===== src/rtl/rst_seq_pkg.sv =====
// Shared types and limits for the reset release sequencer.
package rst_seq_pkg;

  typedef enum logic [1:0] {
    HOLD = 2'd0,
    REL  = 2'd1,
    RUN  = 2'd2
  } rst_seq_state_e;

  localparam int STAGES_MIN     = 2;
  localparam int STAGES_MAX     = 8;
  localparam int NUM_CH_MIN     = 1;
  localparam int NUM_CH_MAX     = 16;
  localparam int GAP_MAX        = 255;
  localparam int MIN_ASSERT_MAX = 255;

  // Hold/gap counters only ever count up to their 8-bit-bounded parameters.
  localparam int CNT_W = $clog2(MIN_ASSERT_MAX + 1);

endpackage


===== src/rtl/rst_sync_cell.sv =====
// Reset synchronizer: asserts asynchronously, deasserts after STAGES clk edges.
module rst_sync_cell #(
  parameter int STAGES = 2
) (
  input  logic clk,
  input  logic rst_req,
  output logic sync_rst
);

  logic [STAGES-1:0] chain;

  always_ff @(posedge clk or posedge rst_req) begin
    if (rst_req) chain <= '1;
    else         chain <= {chain[STAGES-2:0], 1'b0};
  end

  assign sync_rst = chain[STAGES-1];

endmodule


===== src/rtl/reset_release_sequencer.sv =====
// Staggered per-channel reset release after a synchronized reset request.
// Build option: define RSTSEQ_CH_REQ_EN to add the ch_req soft-reset port.
module reset_release_sequencer
  import rst_seq_pkg::*;
#(
  parameter int STAGES     = 2,
  parameter int NUM_CH     = 4,
  parameter int GAP_CYCLES = 3,
  parameter int MIN_ASSERT = 4
) (
  input  logic              clk,
  input  logic              rst_req,
`ifdef RSTSEQ_CH_REQ_EN
  input  logic [NUM_CH-1:0] ch_req,
`endif
  output logic [NUM_CH-1:0] rst_out,
  output logic              busy,
  output logic              all_released
);

  // idx reaches NUM_CH after the last release, so size for that value.
  localparam int IDX_W = $clog2(NUM_CH + 1);

  logic                 sync_rst;
  rst_seq_state_e       state, state_nxt;
  logic [CNT_W-1:0]     hold_cnt, hold_nxt;
  logic [CNT_W-1:0]     gap_cnt, gap_nxt;
  logic [IDX_W-1:0]     idx, idx_nxt;
  logic [NUM_CH-1:0]    seq_rst, seq_nxt;

  rst_sync_cell #(.STAGES(STAGES)) u_sync (
    .clk      (clk),
    .rst_req  (rst_req),
    .sync_rst (sync_rst)
  );

  always_comb begin
    state_nxt = state;
    hold_nxt  = hold_cnt;
    gap_nxt   = gap_cnt;
    idx_nxt   = idx;
    seq_nxt   = seq_rst;
    case (state)
      HOLD: begin
        if (sync_rst) begin
          hold_nxt = '0;
        end else if (hold_cnt == CNT_W'(MIN_ASSERT - 1)) begin
          hold_nxt   = '0;
          seq_nxt[0] = 1'b0;
          gap_nxt    = '0;
          idx_nxt    = IDX_W'(1);
          state_nxt  = (NUM_CH == 1) ? RUN : REL;
        end else begin
          hold_nxt = hold_cnt + CNT_W'(1);
        end
      end
      REL: begin
        if (gap_cnt == CNT_W'(GAP_CYCLES - 1)) begin
          seq_nxt = seq_rst & ~(NUM_CH'(1) << idx);
          idx_nxt = idx + IDX_W'(1);
          gap_nxt = '0;
          if (idx == IDX_W'(NUM_CH - 1)) state_nxt = RUN;
        end else begin
          gap_nxt = gap_cnt + CNT_W'(1);
        end
      end
      RUN:     ;
      default: state_nxt = HOLD;
    endcase
  end

  always_ff @(posedge clk or posedge rst_req) begin
    if (rst_req) begin
      state    <= HOLD;
      hold_cnt <= '0;
      gap_cnt  <= '0;
      idx      <= '0;
      seq_rst  <= '1;
    end else begin
      state    <= state_nxt;
      hold_cnt <= hold_nxt;
      gap_cnt  <= gap_nxt;
      idx      <= idx_nxt;
      seq_rst  <= seq_nxt;
    end
  end

`ifdef RSTSEQ_CH_REQ_EN
  // Soft requests only reach channels the sequence has already released.
  logic [NUM_CH-1:0] out_q;

  always_ff @(posedge clk or posedge rst_req) begin
    if (rst_req) out_q <= '1;
    else         out_q <= seq_nxt | (ch_req & ~seq_rst);
  end

  assign rst_out = out_q;
`else
  assign rst_out = seq_rst;
`endif

  assign busy         = (state != RUN);
  assign all_released = (state == RUN);

endmodule


===== config.mk =====
export PLATFORM = sky130hd
export DESIGN_NAME = reset_release_sequencer
export DESIGN_NICKNAME = d
export VERILOG_FILES = /design/src/rtl/rst_seq_pkg.sv /design/src/rtl/rst_sync_cell.sv /design/src/rtl/reset_release_sequencer.sv
export SDC_FILE = /design/constraint.sdc
export NUM_CORES = 1
export LEC_CHECK = 0
export CORE_MARGIN = 3
export CORE_UTILIZATION = 50
export CTS_CLUSTER_DIAMETER = 200
export DETAILED_ROUTE_END_ITERATION = 8
export PLACE_DENSITY_LB_ADDON = 0.08
export REMOVE_ABC_BUFFERS = 1
export SLEW_MARGIN = 20
export SYNTH_ARGS = -nofsm -noshare
export SYNTH_HDL_FRONTEND = slang
export SYNTH_SLANG_ARGS = --single-unit
export TNS_END_PERCENT = 5

===== constraint.sdc =====
create_clock -name clk -period 1.78 [get_ports clk]
set_input_delay 0.356 -clock clk [delete_from_list [all_inputs] [get_ports clk]]
set_output_delay 0.356 -clock clk [all_outputs]
set_load 0.03 [all_outputs]

==> reports/metrics.cfg, run 1 <==
[placement]
post-place-ws_ps=98.2
place_inst=174
postPlaceCellArea_um2=1560
routabilityCongestion=0.743
io_buffers=7
dpl.hpwl_um=1940

[setup_path]
cp_data_arrival_time_ps=1320
cp_slowest_cell=dfrtp_1
max_stage_delay_ps=400
crit_path_end_kind=output pin
critPathLaunchType=flop
worst-setup-path-type=reg2out
worstPathCellList=or2b_1 > dlygate4sd2_1
path_max_fanout=3
r2r_cells=6
critPathRequiredTime_ps=1420

[route]
dr.pass1.iters=4
routed_wl_um=2520
avgViaCountPerCell=5.78
routedWlPerCell_um=14.2
drc=0
num_vias=1028
ant_nets=0
first_iter_violations=36

[sta]
hold_violations=0
slew_viol_final=0
rsz0062_at_grt=false
finalCritPeriodShare=0.943
finalSetupTns_ps=0
setup_viol=0
min_period_ps=1680
final.setup_skew_ps=3.55
fin_hold_ws_ps=317
max_freq_mhz=596
layout_setup_ws_ps=101

[floorplan]
dieArea_um2=3500
die_width_um=59.2
die_h_um=59.2
core_area_um2=2590
placementRows=18
io_pins=8
start_util=0.546

[hold_path]
hp-class=in2async

[logic_synthesis]
synthArstFlopShare=1.00
yosys.area.top_type=dfrtp_1
avgSynthCellArea_um2=10.8
yosysSeqAreaShare=0.483
synth_enable_flop_cells=0
synth_cells=131
synth_top_area_frac=0.371
syn-cell-area_um2=1420
synthFlopType=dfrtp_1
yosys_warnings=0
synth.area.top_cells=dfrtp_1 (37%), dfstp_2 (11%), ha_1 (7.1%)
ys_top_cells_by_count=dfrtp_1 (21), nand2_1 (14), o21ai_0 (12)
ys_ff_latch=27
yosysMostFrequentCell=dfrtp_1
ys_types=40

[clock_tree]
cts_sinks=27
clock_path_buffers=2
numCtsBuffers=3
cts_tree=yes
root_buffer=clkbuf_4
path_clk_slew_ps=140
htree_levels=1
clkLatencyLatePin_ps=320
ctsHoldBuffers=0

[grt]
grt_max_degree=17
grt_util_all_layers=0.158
overflow=0
grt_pass1_vias=981
antenna_found_initial=0
grt_pass1_wl_um=4200

[layout]
fin_nets=159
n_fill_cell=222
multiInputGateArea_um2=698
layout-drive-gt1-share=0.203
register_area_um2=683
stdcell_area_um2=1580
diodes=0
fin_cells=178
syn2layout_area_growth_pct=11.7

[status]
outcome=finished clean

[power]
pwr_density_cell_nw_per_um2=1190
ir_worst_vdd_mv=0.932
leakage_uw=0.000778

[run]
drv_cap=0

metrics by stage:
step,power (uW),util
floorplan,1390,-
global placement,1610,0.604
detailed placement,1650,0.604
CTS,1910,0.612
global route,2030,0.610
finish,1880,0.610
state kept, by name (all words and copies together) (netlist names):
register,flops
idx,3
gap_cnt,8
rst_out,4
state,2
u_sync.chain,2
hold_cnt,8
critical path: cells and delay by family, from the launching register on:
family | cells | cell delay, ps
flops | 1 | 400
buf+inv | 1 | 360
simple gates | 1 | 240
path summary, 6_finish.rpt:
check | startpoint | slack [ps] | endpoint
min | rst_req | 320 | idx[0]
min in group clk | u_sync.chain[0] | 370 | u_sync.chain[1]
min reg2reg | u_sync.chain[0] | 370 | u_sync.chain[1]
max in group asynchronous | rst_req | 1190 | u_sync.chain[1]
max | state[0] | 100 | busy
max reg2reg | gap_cnt[0] | 130 | gap_cnt[3]
per-layer routing:
metal,vias up,global-route usage,share of wire
met3,4,0.0458,0.025
met4,0,0.0291,0.0087
met1,502,0.201,0.49
met5,-,0,0
met2,15,0.267,0.48
li1,507,-,-
power breakdown:
part	total (uW)	internal, uW	switching [uW]
registers	856	723	133
logic	765	314	451
clock network	260	84.3	176
total	1880	1120	760
timing repair:
item | CTS | global route
setup buffers | 0 | 0
setup endpoints to repair | 6 | 1
resized for setup | 7 | 1
cell type report:
class,instances,share of cell area
clock inverters,1,0.00317
flip-flops and latches,27,0.432
clock buffers,3,0.0143
multi-input cells,97,0.442
repair buffers,14,0.0705
inverters,6,0.0143
well taps,30,0.0238
cells in the final DEF (no fill, tap or decap), drive strengths merged, types with 6 or more instances in the layout:
cell	instances
o21ai	12
nor2	6
buf	7
ha	8
dfrtp	21
inv	6
nand3	6
nand2	15
dfstp	6
cell families after synthesis:
logic type	share of synthesized area
simple gates	0.214
compound gates	0.187
flops	0.483
fa+ha+maj	0.0707
buf+inv	0.0239
xor+xnor	0.0186
other cells	0.00265
(Power assumes the default switching activity.)
==> run 2: changes to the inputs <==
- CORE_ASPECT_RATIO: unset -> 1.2
- SLEW_MARGIN: 20 -> unset
==> run 2 against run 1 <==
Clock power is 4% higher. Cell count is 1.7% higher. Final area is 0.16% higher. Clock skew is 7.4 ps higher. Clock-buffer cell count is 1 higher. Combinational power hardly changed. Sequential power is 0.5% lower. Global-route usage is 2.3 points higher. Wire length is 4.2% higher. Hold slack worse by 6.1 ps. Largest power group unchanged.
==> reports/metrics.cfg, run 2 (synthesis gave the netlist of run 1 again) <==
[status]
outcome=finished clean

[grt]
grt_max_degree=15
grt_pass1_vias=1035
grt_util_all_layers=0.180
grt_pass1_wl_um=4630
overflow=0
antenna_found_initial=0

[power]
p_int_uw=1120
ir_worst_vdd_mv=0.806
p_sw_uw=765
leakage_uw=0.000775
clkPwrFrac=0.144
pwr-share-seq=0.452
p_sw_frac=0.405
pwr_density_cell_nw_per_um2=1190
pwr-share-comb=0.405

[route]
ant_nets=0
first_iter_violations=30
dr.pass1.iters=4
num_vias=1020
avgViaCountPerCell=5.64
routed_wl_um=2630
drc=0
routedWlPerCell_um=14.5

[layout]
diodes=0
fin_nets=159
final_common_cell=dfrtp_1
mostFrequentLayoutCells=dfrtp_1 (21), nand2_1 (14), o21ai_0 (12)
syn2layout_area_growth_pct=11.8
layout-drive-gt1-share=0.196
fin_util=0.602
fin_cells=181

[setup_path]
crit_path_end_kind=output pin
critPathRequiredTime_ps=1420
cp_data_arrival_time_ps=1330
critPathLaunchType=flop
path_max_fanout=3
r2r_slack_ps=140
r2r-start=gap_cnt[0]
worst-setup-path-type=reg2out
timing.rr.end=gap_cnt[5]
r2r_cells=6

[placement]
io_buffers=7
post-place-ws_ps=105
routabilityCongestion=0.803
place_inst=177
dpl.hpwl_um=2030

[sta]
slew_viol_final=0
max_freq_mhz=594
setup_viol=0
min_period_ps=1680
hold_violations=0
layout_setup_ws_ps=95.2
finalSetupTns_ps=0
rsz0062_at_grt=false
final.setup_skew_ps=11.0
finalCritPeriodShare=0.947

[hold_path]
hp-class=in2async

[clock_tree]
cts_tree=yes
root_buffer=clkbuf_4
clkLatencyLatePin_ps=330
path_clk_slew_ps=140
clock_path_buffers=2
ctsHoldBuffers=0
htree_levels=1
numCtsBuffers=3
cts_sinks=27

[floorplan]
die_h_um=64.3
dieArea_um2=3510
die_width_um=54.6
io_pins=8
core_area_um2=2630
placementRows=20
start_util=0.539

[run]
drv_cap=0

[run 2: cell count changes in the layout (fill, tap and decap cells not counted), sizes merged]
cell	previous run	this run
clkbuf	4	5
clkinv	1	0
[run 2: cell type report]
class	count	area [um^2]
Inverter	6	22.5
Multi-Input combinational cell	97	698
Timing Repair Buffer	14	111
Fill cell	240	1040
Clock buffer	4	26.3
Tap cell	33	41.3
Sequential cell	27	683
[run 2: worst max-delay path: stages (launching register included)]
cell,delay (ps)
dfrtp_1,400
or2b_1,250
dlygate4sd2_1,360
[run 2: worst max path at each step]
| stage | depth (start not counted) | slack (ps) | to | from |
|---|---|---|---|---|
| after floorplan | 6 | 270 | gap_cnt[3] | gap_cnt[0] |
| after global routing | 2 | 20 | busy | state[0] |
| after CTS | 3 | 20 | all_released | state[0] |
| after detailed placement | 3 | 100 | all_released | state[0] |
| after global placement | 3 | 120 | all_released | state[0] |
| final | 2 | 100 | busy | state[0] |
[run 2: what timing repair did]
item                                    CTS  global route
setup buffers                             0             0
resized for setup                         7             1
endpoints found under the setup margin    6             1
[run 2: per-layer routing]
| layer | share of wire | track usage |
|---|---|---|
| met4 | 0.018 | 0.0748 |
| met3 | 0.014 | 0.0210 |
| met5 | 0 | 0 |
| met1 | 0.44 | 0.217 |
| met2 | 0.53 | 0.311 |
[run 2: through the flow]
stage	cell area [um^2]	hold WS, ps	power [uW]
after floorplan	1400	345	1390
after global placement	1570	347	1620
after detailed placement	1570	347	1650
after CTS	1590	311	1910
after global routing	1580	328	2050
final	1580	311	1890
[run 2: power by group through the flow]
stage / clock [uW] / combinational [uW] / sequential (uW)
final: 271 / 763 / 852
after detailed placement: 0 / 782 / 864
after floorplan: 0 / 550 / 844
after global routing: 301 / 876 / 873
after CTS: 282 / 775 / 854
after global placement: 0 / 767 / 856
